File: src/rtl/id_ex_stage_pkg.sv
// id_ex_stage_pkg: shared forward-select type, ALUOp encodings and width defaults.
// FORWARD_EN selects MEM/WB forwarding; when undefined the stage interlocks on every RAW.
package id_ex_stage_pkg;

  localparam int DATA_W_DEFAULT  = 32;
  localparam int REG_AW_DEFAULT  = 5;
  localparam int ALUOP_W_DEFAULT = 5;

`ifdef FORWARD_EN
  localparam bit FORWARD_ON = 1'b1;
`else
  localparam bit FORWARD_ON = 1'b0;
`endif

  typedef enum logic [1:0] {
    FWD_REG = 2'd0,
    FWD_MEM = 2'd1,
    FWD_WB  = 2'd2
  } fwd_sel_e;

  // ALU opcodes shared with the ALU's ctrl_encode_def.
  localparam logic [4:0] ALUOp_NOP  = 5'b00000;
  localparam logic [4:0] ALUOp_LUI  = 5'b00001;
  localparam logic [4:0] ALUOp_ADD  = 5'b00011;
  localparam logic [4:0] ALUOp_SUB  = 5'b00100;
  localparam logic [4:0] ALUOp_AND  = 5'b00101;
  localparam logic [4:0] ALUOp_OR   = 5'b00110;
  localparam logic [4:0] ALUOp_XOR  = 5'b00111;
  localparam logic [4:0] ALUOp_NOR  = 5'b01000;
  localparam logic [4:0] ALUOp_SLT  = 5'b01001;
  localparam logic [4:0] ALUOp_SLTU = 5'b01010;
  localparam logic [4:0] ALUOp_SLL  = 5'b01011;
  localparam logic [4:0] ALUOp_SRL  = 5'b01100;
  localparam logic [4:0] ALUOp_SRA  = 5'b01101;

endpackage

File: src/rtl/id_ex_stage_fwd_mux.sv
// id_ex_stage_fwd_mux: per-operand bypass select, MEM over WB over register value.
// Bypassing is compiled out (register value only) unless FORWARD_EN is defined.
module id_ex_stage_fwd_mux
  import id_ex_stage_pkg::*;
#(
  parameter int DATA_W = DATA_W_DEFAULT,
  parameter int REG_AW = REG_AW_DEFAULT
) (
  input  logic [REG_AW-1:0] src_i,
  input  logic [DATA_W-1:0] reg_val_i,
  input  logic              mem_reg_write_i,
  input  logic [REG_AW-1:0] mem_rd_i,
  input  logic [DATA_W-1:0] mem_result_i,
  input  logic              wb_reg_write_i,
  input  logic [REG_AW-1:0] wb_rd_i,
  input  logic [DATA_W-1:0] wb_result_i,
  output logic [DATA_W-1:0] val_o,
  output fwd_sel_e          sel_o
);

  logic mem_hit, wb_hit;

  // $0 is hard-wired zero, so a write targeting it must never be bypassed.
  assign mem_hit = FORWARD_ON && mem_reg_write_i && (mem_rd_i != '0) && (mem_rd_i == src_i);
  assign wb_hit  = FORWARD_ON && wb_reg_write_i  && (wb_rd_i  != '0) && (wb_rd_i  == src_i);

  always_comb begin
    // NOTE: defaults first so every path assigns both outputs and no latch is inferred.
    sel_o = FWD_REG;
    val_o = reg_val_i;
    if (mem_hit) begin
      sel_o = FWD_MEM;
      val_o = mem_result_i;
    end else if (wb_hit) begin
      sel_o = FWD_WB;
      val_o = wb_result_i;
    end
  end

endmodule

File: src/rtl/id_ex_stage.sv
// id_ex_stage: ID/EX pipeline register, EX operand bypass and load-use / RAW stall control.
// Define FORWARD_EN for MEM/WB forwarding with load-use stalls only; otherwise full interlock.
module id_ex_stage
  import id_ex_stage_pkg::*;
#(
  parameter int DATA_W  = DATA_W_DEFAULT,
  parameter int REG_AW  = REG_AW_DEFAULT,
  parameter int ALUOP_W = ALUOP_W_DEFAULT
) (
  input  logic               clk,
  input  logic               rst,
  input  logic               id_valid,
  input  logic [REG_AW-1:0]  id_rs,
  input  logic [REG_AW-1:0]  id_rt,
  input  logic [REG_AW-1:0]  id_rd,
  input  logic [DATA_W-1:0]  id_rs_val,
  input  logic [DATA_W-1:0]  id_rt_val,
  input  logic [DATA_W-1:0]  id_imm,
  input  logic               id_use_imm,
  input  logic [ALUOP_W-1:0] id_aluop,
  input  logic [4:0]         id_shamt,
  input  logic               id_shift_var,
  input  logic               id_reg_write,
  input  logic               id_mem_read,
  input  logic               id_mem_write,
  input  logic               id_mem_to_reg,
  input  logic               flush,
  input  logic               mem_reg_write,
  input  logic [REG_AW-1:0]  mem_rd,
  input  logic [DATA_W-1:0]  mem_result,
  input  logic               wb_reg_write,
  input  logic [REG_AW-1:0]  wb_rd,
  input  logic [DATA_W-1:0]  wb_result,
  output logic               stall_id,
  output logic               ex_valid,
  output logic [DATA_W-1:0]  ex_a,
  output logic [DATA_W-1:0]  ex_b,
  output logic [ALUOP_W-1:0] ex_aluop,
  output logic [4:0]         ex_shamt,
  output logic [DATA_W-1:0]  ex_store_data,
  output logic [REG_AW-1:0]  ex_rd,
  output logic               ex_reg_write,
  output logic               ex_mem_read,
  output logic               ex_mem_write,
  output logic               ex_mem_to_reg
);

  typedef struct packed {
    logic               valid;
    logic [REG_AW-1:0]  rs;
    logic [REG_AW-1:0]  rt;
    logic [REG_AW-1:0]  rd;
    logic [DATA_W-1:0]  rs_val;
    logic [DATA_W-1:0]  rt_val;
    logic [DATA_W-1:0]  imm;
    logic               use_imm;
    logic [ALUOP_W-1:0] aluop;
    logic [4:0]         shamt;
    logic               shift_var;
    logic               reg_write;
    logic               mem_read;
    logic               mem_write;
    logic               mem_to_reg;
  } ex_regs_t;

  function automatic ex_regs_t bubble();
    ex_regs_t b;
    b       = '0;
    b.aluop = ALUOP_W'(ALUOp_NOP);
    return b;
  endfunction

  ex_regs_t    ex_q, ex_d, id_fields;
  logic [DATA_W-1:0] fwd_rs, fwd_rt;
  fwd_sel_e    rs_sel, rt_sel;
  logic        load_use, rs_busy, rt_busy, hazard;

  assign id_fields = '{
    valid:      id_valid,     rs:        id_rs,        rt:        id_rt,
    rd:         id_rd,        rs_val:    id_rs_val,    rt_val:    id_rt_val,
    imm:        id_imm,       use_imm:   id_use_imm,   aluop:     id_aluop,
    shamt:      id_shamt,     shift_var: id_shift_var, reg_write: id_reg_write,
    mem_read:   id_mem_read,  mem_write: id_mem_write, mem_to_reg: id_mem_to_reg
  };

  // A load's data exists only after MEM, so a consumer right behind it must wait one cycle.
  assign load_use = ex_q.valid && ex_q.mem_read && (ex_q.rd != '0) && id_valid &&
                    ((ex_q.rd == id_rs) || (ex_q.rd == id_rt));

  // Without bypassing, any source still owned by EX or MEM is stale in the register file.
  assign rs_busy = (id_rs != '0) &&
                   ((ex_q.valid && ex_q.reg_write && (ex_q.rd == id_rs)) ||
                    (mem_reg_write && (mem_rd == id_rs)));
  assign rt_busy = (id_rt != '0) &&
                   ((ex_q.valid && ex_q.reg_write && (ex_q.rd == id_rt)) ||
                    (mem_reg_write && (mem_rd == id_rt)));

  assign hazard   = FORWARD_ON ? load_use : (id_valid && (rs_busy || rt_busy));
  assign stall_id = !rst && !flush && hazard;

  always_comb begin
    ex_d = id_fields;
    if (flush || hazard) ex_d = bubble();
  end

  always_ff @(posedge clk) begin
    // NOTE: non-blocking assignment for all sequential state avoids simulation races.
    if (rst) ex_q <= bubble();
    else     ex_q <= ex_d;
  end

  id_ex_stage_fwd_mux #(.DATA_W(DATA_W), .REG_AW(REG_AW)) u_fwd_rs (
    .src_i          (ex_q.rs),
    .reg_val_i      (ex_q.rs_val),
    .mem_reg_write_i(mem_reg_write),
    .mem_rd_i       (mem_rd),
    .mem_result_i   (mem_result),
    .wb_reg_write_i (wb_reg_write),
    .wb_rd_i        (wb_rd),
    .wb_result_i    (wb_result),
    .val_o          (fwd_rs),
    .sel_o          (rs_sel)
  );

  id_ex_stage_fwd_mux #(.DATA_W(DATA_W), .REG_AW(REG_AW)) u_fwd_rt (
    .src_i          (ex_q.rt),
    .reg_val_i      (ex_q.rt_val),
    .mem_reg_write_i(mem_reg_write),
    .mem_rd_i       (mem_rd),
    .mem_result_i   (mem_result),
    .wb_reg_write_i (wb_reg_write),
    .wb_rd_i        (wb_rd),
    .wb_result_i    (wb_result),
    .val_o          (fwd_rt),
    .sel_o          (rt_sel)
  );

  always_comb begin
    if (!FORWARD_ON) assert (rs_sel == FWD_REG && rt_sel == FWD_REG);
  end

  assign ex_valid      = ex_q.valid;
  assign ex_a          = fwd_rs;
  assign ex_b          = ex_q.use_imm ? ex_q.imm : fwd_rt;
  assign ex_store_data = fwd_rt;
  assign ex_aluop      = ex_q.aluop;
  assign ex_shamt      = ex_q.shift_var ? fwd_rs[4:0] : ex_q.shamt;
  assign ex_rd         = ex_q.rd;
  assign ex_reg_write  = ex_q.reg_write;
  assign ex_mem_read   = ex_q.mem_read;
  assign ex_mem_write  = ex_q.mem_write;
  assign ex_mem_to_reg = ex_q.mem_to_reg;

endmodule

File: config.mk
export PLATFORM = sky130hd
export DESIGN_NAME = id_ex_stage
export DESIGN_NICKNAME = d
export VERILOG_FILES = /design/src/rtl/id_ex_stage_pkg.sv /design/src/rtl/id_ex_stage_fwd_mux.sv /design/src/rtl/id_ex_stage.sv
export SDC_FILE = /design/constraint.sdc
export NUM_CORES = 1
export LEC_CHECK = 0
export CORE_MARGIN = 5
export CORE_UTILIZATION = 35
export DETAILED_ROUTE_END_ITERATION = 8
export PLACE_DENSITY = 0.77
export SYNTH_ARGS = -nofsm -noshare
export SYNTH_HDL_FRONTEND = slang
export SYNTH_SLANG_ARGS = --single-unit
File: constraint.sdc
create_clock -name clk -period 2.25 [get_ports clk]
set_input_delay 0.45 -clock clk [delete_from_list [all_inputs] [get_ports clk]]
set_output_delay 0.45 -clock clk [all_outputs]
set_load 0.02 [all_outputs]
; Word-level counts from Yosys, hierarchy flattened
; Index checks and enable logic that the tools add are counted.
[op_classes]
eq_ne = 4
mux = 2
reduce_logical = 19
[ops]
columns = cell, n
row1 = $mux W32, 1
row2 = $eq A5 B5 Y1, 4
row3 = $logic_and A1 B1 Y1, 10
row4 = $reduce_bool A5 Y1, 2
row5 = $mux W5, 1
row6 = $logic_or A1 B1 Y1, 4
row7 = $logic_not A1 Y1, 2
row8 = $reduce_or A2 Y1, 1
[totals]
ff_bits = 118
input_bits = 207
out_inout_bits = 117
wordCells = 38

; Logic depth before layout (Yosys ltp)
; Gate-level depths: netlist of the first run.
[logic_depth]
word_depth = 8
mapped_depth = 8
ltp_nobuf = 5

; By module
; From an unflattened synthesis of the first run, not the netlist that was laid out.
[unflattened]
cells_unflattened = 571
hier_area_um2 = 5238.8
[modules_own_cells]
columns = mod, instances, cells_each, area_each_um2, seq_area_each_um2
row1 = id_ex_stage, 1, 501, 4720.8, 2562.5
row2 = id_ex_stage_fwd_mux, 2, 35, 259.0, 0.0

; Least setup slack after synthesis of the first run
; Ideal clock, no wire load.
[synth_timing]
path_kind = input-to-reg
from = in id_rs[1]
to = reg ex_q[59] (netlist name)
setup_time_ns = 0.064
t_arrival_ns = 2.049
required_ns = 2.186
setup_slack_ns = 0.137
cell_stages = 8
n_path_buf = 3
path_cell_list = or4_4 o211ai_2 nor2_1 o41a_1 buf_2 buf_6 buf_6 nor2_1
[synth_via]
elab_chain_len = 8
elab_cells_between_ends = 11
cone_classes = eq/ne (2) / reduce/logical (9)
[synth_rtl]
columns = element, line
row1 = "start, declared", id_ex_stage.sv:13  ; input logic [REG_AW-1:0] id_rs,
row2 = $eq A5 B5 Y1 (on tied branches), "id_ex_stage.sv:92, id_ex_stage.sv:93"
row3 = $logic_and A1 B1 Y1 (on tied branches), "id_ex_stage.sv:92, id_ex_stage.sv:93"
row4 = $logic_or A1 B1 Y1, id_ex_stage.sv:92  ; ((ex_q.valid && ex_q.reg_write && (ex_q.rd == id_rs)) ||
row5 = $logic_and A1 B1 Y1 (*), id_ex_stage.sv:91  ; assign rs_busy = (id_rs != '0) &&
row6 = $logic_or A1 B1 Y1 (*), id_ex_stage.sv:98  ; assign hazard = FORWARD_ON ? load_use : (id_valid && (rs_busy || rt_busy));
row7 = $logic_and A1 B1 Y1 (*), id_ex_stage.sv:98
row8 = $logic_or A1 B1 Y1 (*), id_ex_stage.sv:103  ; if (flush || hazard) ex_d = bubble();
row9 = $reduce_or A2 Y1 (no source line) (*), -
row10 = "end signal, assigned", id_ex_stage.sv:108  ; if (rst) ex_q <= bubble();
row11 = "end, declared", id_ex_stage.sv:73  ; ex_regs_t ex_q, ex_d, id_fields;
; Mark *: on every way between the ends. The rest lies on a longest branch, timed or not.
; A chain may end at the register's enable or synchronous reset.

; Worst setup path in the final report of the first run
[layout_timing]
from = in id_rt[4]
to = out stall_id
[layout_via]
elab_chain_len = 7
elab_cells_between_ends = 10
cone_classes = eq/ne (2) / reduce/logical (8)
[layout_rtl]
columns = element, line
row1 = "start, declared", id_ex_stage.sv:14  ; input logic [REG_AW-1:0] id_rt,
row2 = $eq A5 B5 Y1 (on tied branches), "id_ex_stage.sv:95, id_ex_stage.sv:96"
row3 = $logic_and A1 B1 Y1 (on tied branches), "id_ex_stage.sv:95, id_ex_stage.sv:96"
row4 = $logic_or A1 B1 Y1, id_ex_stage.sv:95  ; ((ex_q.valid && ex_q.reg_write && (ex_q.rd == id_rt)) ||
row5 = $logic_and A1 B1 Y1 (*), id_ex_stage.sv:94  ; assign rt_busy = (id_rt != '0) &&
row6 = $logic_or A1 B1 Y1 (*), id_ex_stage.sv:98
row7 = $logic_and A1 B1 Y1 (*), id_ex_stage.sv:98
row8 = $logic_and A1 B1 Y1 (*), id_ex_stage.sv:99  ; assign stall_id = !rst && !flush && hazard;
row9 = "end, declared", id_ex_stage.sv:34  ; output logic stall_id,
; Marked as above.

==> out/metrics.cfg, run 1 <==
[setup_path]
cp-end-kind = primary output
slowest_stage = or4_4
critical_path.startpoint = id_rt[4]
ff2ff_path_depth = 8
slowest_delay_ns = 0.55
cp_cell_sequence = buf_6, or4_4, o211ai_1, nor2_2, nor4_4, nor2_1, buf_4
worstSetupStartpointType = primary input
crit_type = in2out
critPathRequiredTime_ns = 1.80
r2r_start = ex_rd[1]$_SDFF_PP0_
cp_max_fo = 2
arrival_ns = 1.95

[place]
dpl.hpwl_mm = 10.3
gp_congestion = 0.857
io_buffers = 253
dp.cells = 877

[clock_tree]
cts_sinks = 118
cts_tree = done
cts_max_level = 4
cts_buffers = 17
ctsHoldBuffers = 0
path_clk_slew_ns = 0.05
clock_path_buffers = 2
root_buffer = clkbuf_16
clock_latency_ns = 0.41

[power]
p_clk_frac = 0.480
seqPwrFrac = 0.385
sw_frac_of_total = 0.224
p_int_mw = 4.48
pwr-share-comb = 0.136
switching_power_mw = 1.29
irDropWorstVdd_v = 0.000564
power_density_nw_per_um2 = 756
report.power.total_mw = 5.77
p_leak_nw = 3.40

[grt]
grt_max_degree = 68
antenna_found_initial = 1
grt.total_usage = 0.175
grt_pass1_vias = 4142
grt_pass1_wl_mm = 21.7
grt.overflow.total = 0

[finish]
final_util = 0.581
nNetsFinal = 931
regMostFlops = ex_q
largest_reg_flops = 103
drive_gt1_frac = 0.157
instances_no_fill = 914
synthToLayoutAreaGrowth_pct = 63.6

[timing]
relSlewSlack = 0.544
worst_pin_slew_ns = 0.684
hold_viol_final = 0
skew_ns = 0.0119
fmax_mhz = 417
rsz0062_at_grt = true
drv_slew = 0
fin_crit_ns = 2.40
setup_ws_ns = -0.146
setup_violations = 1
fin_crit_sh = 1.06

[outcome]
status = finished, violations left
violations = negative setup slack

[route]
vias = 4059
met2WireLength_mm = 7.48
wl_met1_mm = 5.20
wl_met3_um = 890
viasPerCell = 4.44
ant_nets = 0
remaining_drc_errors = 0
first_iter_violations = 221
wl_per_cell_um = 15.6
routed_wl_mm = 14.2
highest_layer = met4
dr.pass1.iters = 4

[die]
core_um2 = 13100
rows = 42
start_util = 0.355
die_h_um = 125
fp.dieW_um = 125
io_pins = 324
die-area_um2 = 15700

[synthesis]
yosysMostFrequentCell = nor2_1
syn_area_per_cell_um2 = 8.73
synth.distinct_cells = 20
netlist_instances = 534
yosysTopAreaCellShare = 0.506
synth_top_cell_by_area = dfxtp_1
postSynthNetCount = 741
seq_area_frac_synth = 0.506
synthArstFlopShare = 0
synth_ff_type = dfxtp_1
ys_top_cells_by_area = dfxtp_1 51%, buf_4 12%, nor2_1 9.9%
ys_ff_latch = 118
yosysWarnings = 0
synth_area_um2 = 4660
synth_common_cells = 123 x nor2_1, 118 x dfxtp_1, 118 x nand2_1, 74 x buf_4, 37 x mux2_2
synth-edff-count = 0

[run]
drv_cap = 0

[min_path]
whs_path_depth = 3
hp-start = id_imm[1]
min_path_type = in2reg

-- layout by cell type (no fill, tap or decap), types with 4 or more instances in the layout --
| cell | count |
|---|---|
| clkbuf_16 | 18 |
| dfxtp_1 | 117 |
| mux2_2 | 37 |
| nand2_1 | 118 |
| clkbuf_8 | 4 |
| buf_4 | 18 |
| dlymetal6s2s_1 | 5 |
| nand4_1 | 4 |
| clkbuf_2 | 5 |
| clkdlybuf4s50_1 | 203 |
| nor2_1 | 119 |
| xnor2_1 | 13 |
| clkdlybuf4s15_1 | 4 |
| dlygate4sd2_1 | 30 |
-- per-layer routing --
metal,global-route usage,up-vias
li1,-,1968
met1,0.174,1877
met2,0.307,168
met3,0.0580,46
met4,0.122,0
met5,0,-
-- repair_timing --
item                       in CTS  in global routing
pin swaps                       9                 10
setup endpoints to repair     150                 88
resized for setup              77                 28
setup buffers                   1                  1
cloned                          1                  1
-- worst max-delay path: cells and delay by family --
kind	cells	cell delay [ns]
AOI/OAI and AO/OA	1	0.31
buffers and inverters	2	0.25
and+or+nand+nor	4	0.93
-- power by group through the flow --
stage | clock (mW) | sequential [mW] | combinational [mW]
after floorplan | 0 | 2.25 | 0.374
after global placement | 0 | 2.26 | 0.774
after detailed placement | 0 | 2.26 | 0.786
after CTS | 2.82 | 2.22 | 0.777
after global routing | 2.94 | 2.23 | 0.835
final | 2.77 | 2.22 | 0.784
-- final timing paths --
| kind | to | slack, ns |
|---|---|---|
| setup / recovery | stall_id | -0.15 |
| setup reg to reg | ex_q[19]$_SDFF_PP0_ | 0.28 |
| hold / removal | ex_q[17]$_SDFF_PP0_ | 0.56 |
| hold reg to reg | ex_valid$_SDFF_PP0_ | 1.08 |
-- logic make-up (layout without fill, tap and decap cells) --
kind of cell,count (synthesis),in the layout,share of synthesized area
other,0,1,0
AO/OA/AOI/OAI,3,3,0.00671
XOR/XNOR,20,20,0.0376
buffers and inverters,104,307,0.150
AND/OR/NAND/NOR,252,252,0.210
flip-flops,118,118,0.506
multiplexers,37,37,0.0893
-- final cells by class --
type	count	area, µm²
repair buffers	275	2710
multi-input cells	312	1720
well taps	176	220
clock inverters	8	120
flip-flops and latches	118	2360
fillers	1147	5510
clock buffers	24	492
diodes	1	2.50
-- stage by stage --
stage                     cell area, µm²  hold WS (ns)  setup TNS [ns]  worst slack [ns]
after global placement              6900         0.977          -56.59            -0.849
after global routing                7630         0.550          -0.675            -0.206
after floorplan                     4660         0.564               0             0.137
final                               7630         0.562          -0.146            -0.146
after CTS                           7540         0.543          -0.179            -0.179
after detailed placement            6900         0.980          -59.62            -0.946
Power figures use the tool's default switching activity.
==> run 2, diff against run 1 <==
--- a/config.mk
+++ b/config.mk
@@ -7,8 +7,10 @@
 export LEC_CHECK = 0
 export CORE_MARGIN = 5
 export CORE_UTILIZATION = 35
+export CTS_BUF_LIST = sky130_fd_sc_hd__clkbuf_16
 export DETAILED_ROUTE_END_ITERATION = 8
 export PLACE_DENSITY = 0.77
+export REMOVE_ABC_BUFFERS = 1
 export SYNTH_ARGS = -nofsm -noshare
 export SYNTH_HDL_FRONTEND = slang
 export SYNTH_SLANG_ARGS = --single-unit
==> run 2 against run 1 <==
Net effect: the run still ends with negative setup slack left; global-route usage shrank 0.93 points; first-iteration DRC count shrank 42%; sequential cell count is the same; power shrank 6.6%; utilization shrank 1.5 points; sequential power is essentially flat; critical path type unchanged.
==> out/metrics.cfg, run 2 (same netlist as run 1, synthesis figures left out) <==
[route]
ant_nets = 0  ; unchanged
dr.pass1.iters = 4  ; unchanged
routed_wl_mm = 13.3  ; was 14.2 mm
remaining_drc_errors = 0  ; unchanged
first_iter_violations = 128  ; was 221
viasPerCell = 4.32  ; was 4.44
vias = 3907  ; was 4059
wl_per_cell_um = 14.7  ; was 15.6 µm

[clock_tree]
cts_max_level = 4  ; unchanged
cts_sinks = 118  ; unchanged
clock_path_buffers = 2  ; unchanged
cts_buffers = 17  ; unchanged
cts_tree = done  ; unchanged
path_clk_slew_ns = 0.05  ; about the same
root_buffer = clkbuf_16  ; unchanged
ctsHoldBuffers = 0  ; unchanged
clock_latency_ns = 0.40  ; was 0.41 ns

[outcome]
status = finished, violations left  ; unchanged
violations = negative setup slack  ; unchanged

[place]
gp_congestion = 0.846  ; was 0.857
pre_cts_slack_ns = -0.852  ; was -0.946 ns
dpl.hpwl_mm = 10.1  ; was 10.3 mm
io_buffers = 253  ; unchanged

[power]
p_leak_nw = 3.27  ; was 3.40 nW
pwr-share-comb = 0.144  ; was 0.136
irDropWorstVdd_v = 0.000551  ; was 0.000564 V
power_density_nw_per_um2 = 724  ; was 756 nW/µm²
seqPwrFrac = 0.412  ; was 0.385
switching_power_mw = 1.20  ; was 1.29 mW
sw_frac_of_total = 0.223  ; was 0.224
p_clk_frac = 0.445  ; was 0.480
p_int_mw = 4.19  ; was 4.48 mW

[timing]
skew_ns = 0.00850  ; was 0.0119 ns
fin_crit_ns = 2.32  ; was 2.40 ns
fin_crit_sh = 1.03  ; was 1.06
fmax_mhz = 431  ; was 417 MHz
rsz0062_at_grt = true  ; unchanged
hold_viol_final = 0  ; unchanged
relSlewSlack = 0.523  ; was 0.544
setup_violations = 1  ; unchanged
drv_slew = 0  ; unchanged
worst_pin_slew_ns = 0.716  ; was 0.684 ns
setup_ws_ns = -0.0697  ; was -0.146 ns

[grt]
grtUsageMet3 = 0.0708  ; was 0.0580
grt_pass1_wl_mm = 20.9  ; was 21.7 mm
grt_max_degree = 71  ; was 68
met2_usage = 0.289  ; was 0.307
busiest_layer = met2  ; unchanged
grt_pass1_vias = 4173  ; was 4142
grt.total_usage = 0.166  ; was 0.175
grt.overflow.total = 0  ; unchanged
met1_usage = 0.173  ; was 0.174
antenna_found_initial = 0  ; was 1

[setup_path]
cp-end-kind = primary output  ; unchanged
critPathRequiredTime_ns = 1.80  ; about the same
cp_max_fo = 2  ; unchanged
worstSetupStartpointType = primary input  ; unchanged
crit_type = in2out  ; unchanged
arrival_ns = 1.87  ; was 1.95 ns

[finish]
multi_input_area_um2 = 1670  ; was 1720 µm²
diodes = 0  ; was 1
drive_gt1_frac = 0.140  ; was 0.157
mostFrequentLayoutCell = clkdlybuf4s50_1  ; unchanged
seq_area_um2 = 2360  ; about the same
layout_common_cells = 207 x clkdlybuf4s50_1, 119 x nor2_1, 118 x nand2_1  ; was 203 x clkdlybuf4s50_1, 119 x nor2_1, 118 x nand2_1
n_fill_cell = 1137  ; was 1147
regMostFlops = ex_q  ; unchanged
largest_reg_flops = 103  ; unchanged
nNetsFinal = 929  ; was 931
synthToLayoutAreaGrowth_pct = 59.4  ; was 63.6%
final_util = 0.566  ; was 0.581

[die]
rows = 42  ; unchanged
start_util = 0.355  ; unchanged
die_h_um = 125  ; unchanged
core_um2 = 13100  ; unchanged
io_pins = 324  ; unchanged
die-area_um2 = 15700  ; unchanged
fp.dieW_um = 125  ; unchanged

[min_path]
min_path_type = in2reg  ; unchanged

[run]
drv_cap = 0  ; unchanged

## run 2: cell count changes in the layout (fill, tap and decap cells not counted), moves of 4 or more
cell,before,now
clkbuf_8,4,0
dlymetal6s2s_1,5,0
clkdlybuf4s50_1,203,207
clkbuf_2,5,0
dlygate4sd2_1,30,37
## run 2: cell type report
type,count,area share
Sequential cell,118,0.318
Multi-Input combinational cell,312,0.225
Timing Repair Buffer,273,0.358
Clock buffer,17,0.0572
Tap cell,176,0.0296
Clock inverter,9,0.0125
## run 2: power by group through the flow
| stage | clock (mW) | sequential [mW] | combinational [mW] |
|---|---|---|---|
| 4_1_cts | 2.46 | 2.22 | 0.780 |
| 3_5_place_dp | 0 | 2.26 | 0.796 |
| 2_1_floorplan | 0 | 2.33 | 0.218 |
| 6_report | 2.39 | 2.22 | 0.774 |
| 5_1_grt | 2.59 | 2.22 | 0.828 |
| 3_3_place_gp | 0 | 2.25 | 0.786 |
## run 2: final timing paths
path	from	to	slack [ns]	depth (start not counted)
worst max-delay path	id_rs[4]	stall_id	-0.07	7
worst min-delay path	id_rs_val[14]	ex_q[94]$_SDFF_PP0_	0.57	3
worst max register to register	ex_rd[3]$_SDFF_PP0_	ex_q[33]$_SDFF_PP0_	0.55	6
worst min register to register	ex_reg_write$_SDFF_PP0_	ex_valid$_SDFF_PP0_	1.02	5
## run 2: critical path: stages
cell	delay, ns
buf_6	0.09
or4_4	0.56
o211ai_2	0.17
nor2_2	0.07
nor4_2	0.30
nor2_1	0.07
buf_4	0.16
## run 2: per-stage QoR
step	hold slack [ns]	total power [mW]	TNS, ns	std cells	cell area (µm²)
after floorplan	0.564	2.55	-252.42	430	3970
after global placement	0.973	3.04	-42.83	878	6910
after detailed placement	0.974	3.06	-46.14	878	6910
after CTS	0.548	5.45	-0.0689	905	7410
after global routing	0.553	5.64	-0.156	905	7430
final	0.572	5.39	-0.0697	905	7430
## run 2: repair_timing
item / 4_1_cts / 5_1_grt
buffers inserted: 1 / 0
endpoints found under the setup margin: 37 / 5
cloned: 0 / 0
pin swaps: 9 / 1
resized for setup: 81 / 5
## run 2: routing by layer
metal	wire (µm)	share of wire
met5	0	0
met4	336	0.025
met3	1170	0.088
met2	6760	0.51
met1	5030	0.38
==> run 3, diff against run 2 <==
--- a/config.mk
+++ b/config.mk
@@ -5,11 +5,13 @@
 export SDC_FILE = /design/constraint.sdc
 export NUM_CORES = 1
 export LEC_CHECK = 0
-export CORE_MARGIN = 5
-export CORE_UTILIZATION = 35
+export CORE_AREA = 5 5 124 126
 export CTS_BUF_LIST = sky130_fd_sc_hd__clkbuf_16
+export CTS_CLUSTER_SIZE = 40
 export DETAILED_ROUTE_END_ITERATION = 8
-export PLACE_DENSITY = 0.77
+export DIE_AREA = 0 0 129 131
+export GPL_ROUTABILITY_DRIVEN = 1
+export PLACE_DENSITY = 0.74
 export REMOVE_ABC_BUFFERS = 1
 export SYNTH_ARGS = -nofsm -noshare
 export SYNTH_HDL_FRONTEND = slang
==> constraint.sdc (replaced) <==
create_clock -name clk -period 2.7 [get_ports clk]
set_input_delay 0.54 -clock clk [delete_from_list [all_inputs] [get_ports clk]]
set_output_delay 0.54 -clock clk [all_outputs]
set_load 0.02 [all_outputs]
==> run 3 against run 2 <==
Net effect: power fell by 12%; the flow now finishes without violations; clock skew fell by 0.0040 ns; non-clock buffer count fell by 3; critical path type unchanged; critical path depth did not move; largest cell class unchanged; sequential cell count did not move.
==> out/metrics.cfg, run 3 (same netlist as run 1, synthesis figures left out) <==
[timing]
fin_crit_sh = 0.975
hold_viol_final = 0  ; unchanged
skew_ns = 0.00455  ; was 0.00850 ns
rsz0062_at_grt = false  ; was true
relSlewSlack = 0.651  ; was 0.523
worst_pin_slew_ns = 0.524  ; was 0.716 ns
fmax_mhz = 380
drv_slew = 0  ; unchanged
setup_violations = 0  ; was 1
fin_crit_ns = 2.63

[clock_tree]
path_clk_slew_ns = 0.06  ; was 0.05 ns
clock_latency_ns = 0.41  ; was 0.40 ns
cts_max_level = 4  ; unchanged
cts_sinks = 118  ; unchanged
clock_path_buffers = 2  ; unchanged
root_buffer = clkbuf_16  ; unchanged
cts_tree = done  ; unchanged
cts_buffers = 17  ; unchanged

[place]
gp_congestion = 0.800  ; was 0.846
place_area_um2 = 6900  ; was 6910 µm²
dpl.hpwl_mm = 9.24  ; was 10.1 mm
io_buffers = 253  ; unchanged

[die]
die-area_um2 = 16900  ; was 15700 µm²
start_util = 0.328  ; was 0.355
die_h_um = 131  ; was 125 µm
core_um2 = 14200  ; was 13100 µm²
rows = 44  ; was 42
io_pins = 324  ; unchanged
fp.dieW_um = 129  ; was 125 µm

[finish]
largest_reg_flops = 103  ; unchanged
final_util = 0.531  ; was 0.566
diodes = 0  ; unchanged
drive_gt1_frac = 0.128  ; was 0.140
regMostFlops = ex_q  ; unchanged
nNetsFinal = 926  ; was 929
synthToLayoutAreaGrowth_pct = 61.6  ; was 59.4%
layout_common_cells = 244 x clkdlybuf4s50_1, 120 x nor2_1, 118 x nand2_1  ; was 207 x clkdlybuf4s50_1, 119 x nor2_1, 118 x nand2_1
mostFrequentLayoutCell = clkdlybuf4s50_1  ; unchanged
n_fill_cell = 1310  ; was 1137
fin_area_um2 = 7540  ; was 7430 µm²

[min_path]
hold_end = ex_q[92]$_SDFF_PP0_  ; was ex_q[94]$_SDFF_PP0_
whs_path_depth = 3  ; unchanged
hp-start = id_rs_val[12]  ; was id_rs_val[14]
min_path_type = in2reg  ; unchanged

[setup_path]
critPathRequiredTime_ns = 2.16  ; was 1.80 ns
crit_top_cell = nor2_1
cp_cell_sequence = dlygate4sd2_1, or4_4, o211ai_1, nor2_1, nor4_2, nor2_1, buf_4  ; was buf_6, or4_4, o211ai_2, nor2_2, nor4_2, nor2_1, buf_4
r2r_start = ex_valid$_SDFF_PP0_  ; was ex_rd[3]$_SDFF_PP0_
cp-end-kind = primary output  ; unchanged
slowest_stage = or4_4  ; unchanged
cp_max_fo = 2  ; unchanged
arrival_ns = 2.09  ; was 1.87 ns
crit_type = in2out  ; unchanged
critical_path.startpoint = id_rt[2]  ; was id_rs[4]
worstSetupStartpointType = primary input  ; unchanged
slowest_delay_ns = 0.52  ; was 0.56 ns
ff2ff_path_depth = 8  ; was 6
r2r_slack_ns = 0.86  ; was 0.55 ns
reg2reg_to = ex_q[96]$_SDFF_PP0_  ; was ex_q[33]$_SDFF_PP0_

[grt]
grt_max_degree = 119  ; was 71
antenna_found_initial = 0  ; unchanged
grt.total_usage = 0.150  ; was 0.166
grt_pass1_wl_mm = 19.5  ; was 20.9 mm
grt.overflow.total = 0  ; unchanged
grt_pass1_vias = 3768  ; was 4173

[power]
p_leak_nw = 3.15  ; was 3.27 nW
irDropWorstVdd_v = 0.000471  ; was 0.000551 V
power_density_nw_per_um2 = 626  ; was 724 nW/µm²

[route]
wl_per_cell_um = 14.2  ; was 14.7 µm
ant_nets = 0  ; unchanged
routed_wl_mm = 13.0  ; was 13.3 mm
dr.pass1.iters = 4  ; unchanged
first_iter_violations = 204  ; was 128
vias = 3869  ; was 3907
remaining_drc_errors = 0  ; unchanged
viasPerCell = 4.22  ; was 4.32

[run]
drv_cap = 0  ; unchanged

[outcome]
status = complete, no violations  ; was finished, violations left

## run 3: worst max-delay path by stage
stage                    end  depth (start not counted)
detailed placement  stall_id                          7
floorplan           stall_id                          3
global route        stall_id                          7
global placement    stall_id                          7
finish              stall_id                          7
CTS                 stall_id                          7
## run 3: power breakdown
group	total (mW)	leakage (nW)	switching (mW)	internal, mW
Sequential	1.84	0.970	0.0277	1.82
Clock	2.23	0.279	0.793	1.43
Combinational	0.651	1.90	0.271	0.379
Total	4.72	3.15	1.09	3.63
## run 3: final cells by class
cell class | count | area, µm² | share of cell area
Sequential cell | 118 | 2360 | 0.313
Timing Repair Buffer | 270 | 2710 | 0.359
Multi-Input combinational cell | 312 | 1650 | 0.219
Clock buffer | 17 | 425 | 0.0564
Clock inverter | 15 | 163 | 0.0216
Tap cell | 184 | 230 | 0.0305
## run 3: metrics by stage
stage | cells | power [mW] | setup WS, ns | setup TNS [ns] | hold WS, ns
floorplan | 430 | 2.13 | -2.48 | -209.67 | 0.654
finish | 916 | 4.72 | 0.0687 | 0 | 0.651
detailed placement | 882 | 2.53 | -0.517 | -8.68 | 1.01
global placement | 882 | 2.53 | -0.515 | -7.08 | 1.01
global route | 916 | 4.92 | 0.00816 | 0 | 0.631
CTS | 915 | 4.79 | 0.0216 | 0 | 0.623
## run 3: routing by layer
metal  up-vias  track usage  wire (µm)
met4         0       0.0661        241
li1       1959            -          -
met3        23       0.0650       1290
met1      1728        0.162       5020
met5         -            0          0
met2       159        0.256       6470
## run 3: timing repair
| item | in CTS | in global routing |
|---|---|---|
| setup buffers | 1 | 1 |
| resized for setup | 16 | 8 |
| pin swaps | 8 | 9 |
| setup endpoints to repair | 1 | 1 |
| hold buffers | 0 | 0 |
## run 3: critical path, delay by kind of cell
kind	cells	cell delay (ns)
AO/OA/AOI/OAI	1	0.17
buffers and inverters	2	0.41
AND/OR/NAND/NOR	4	0.97
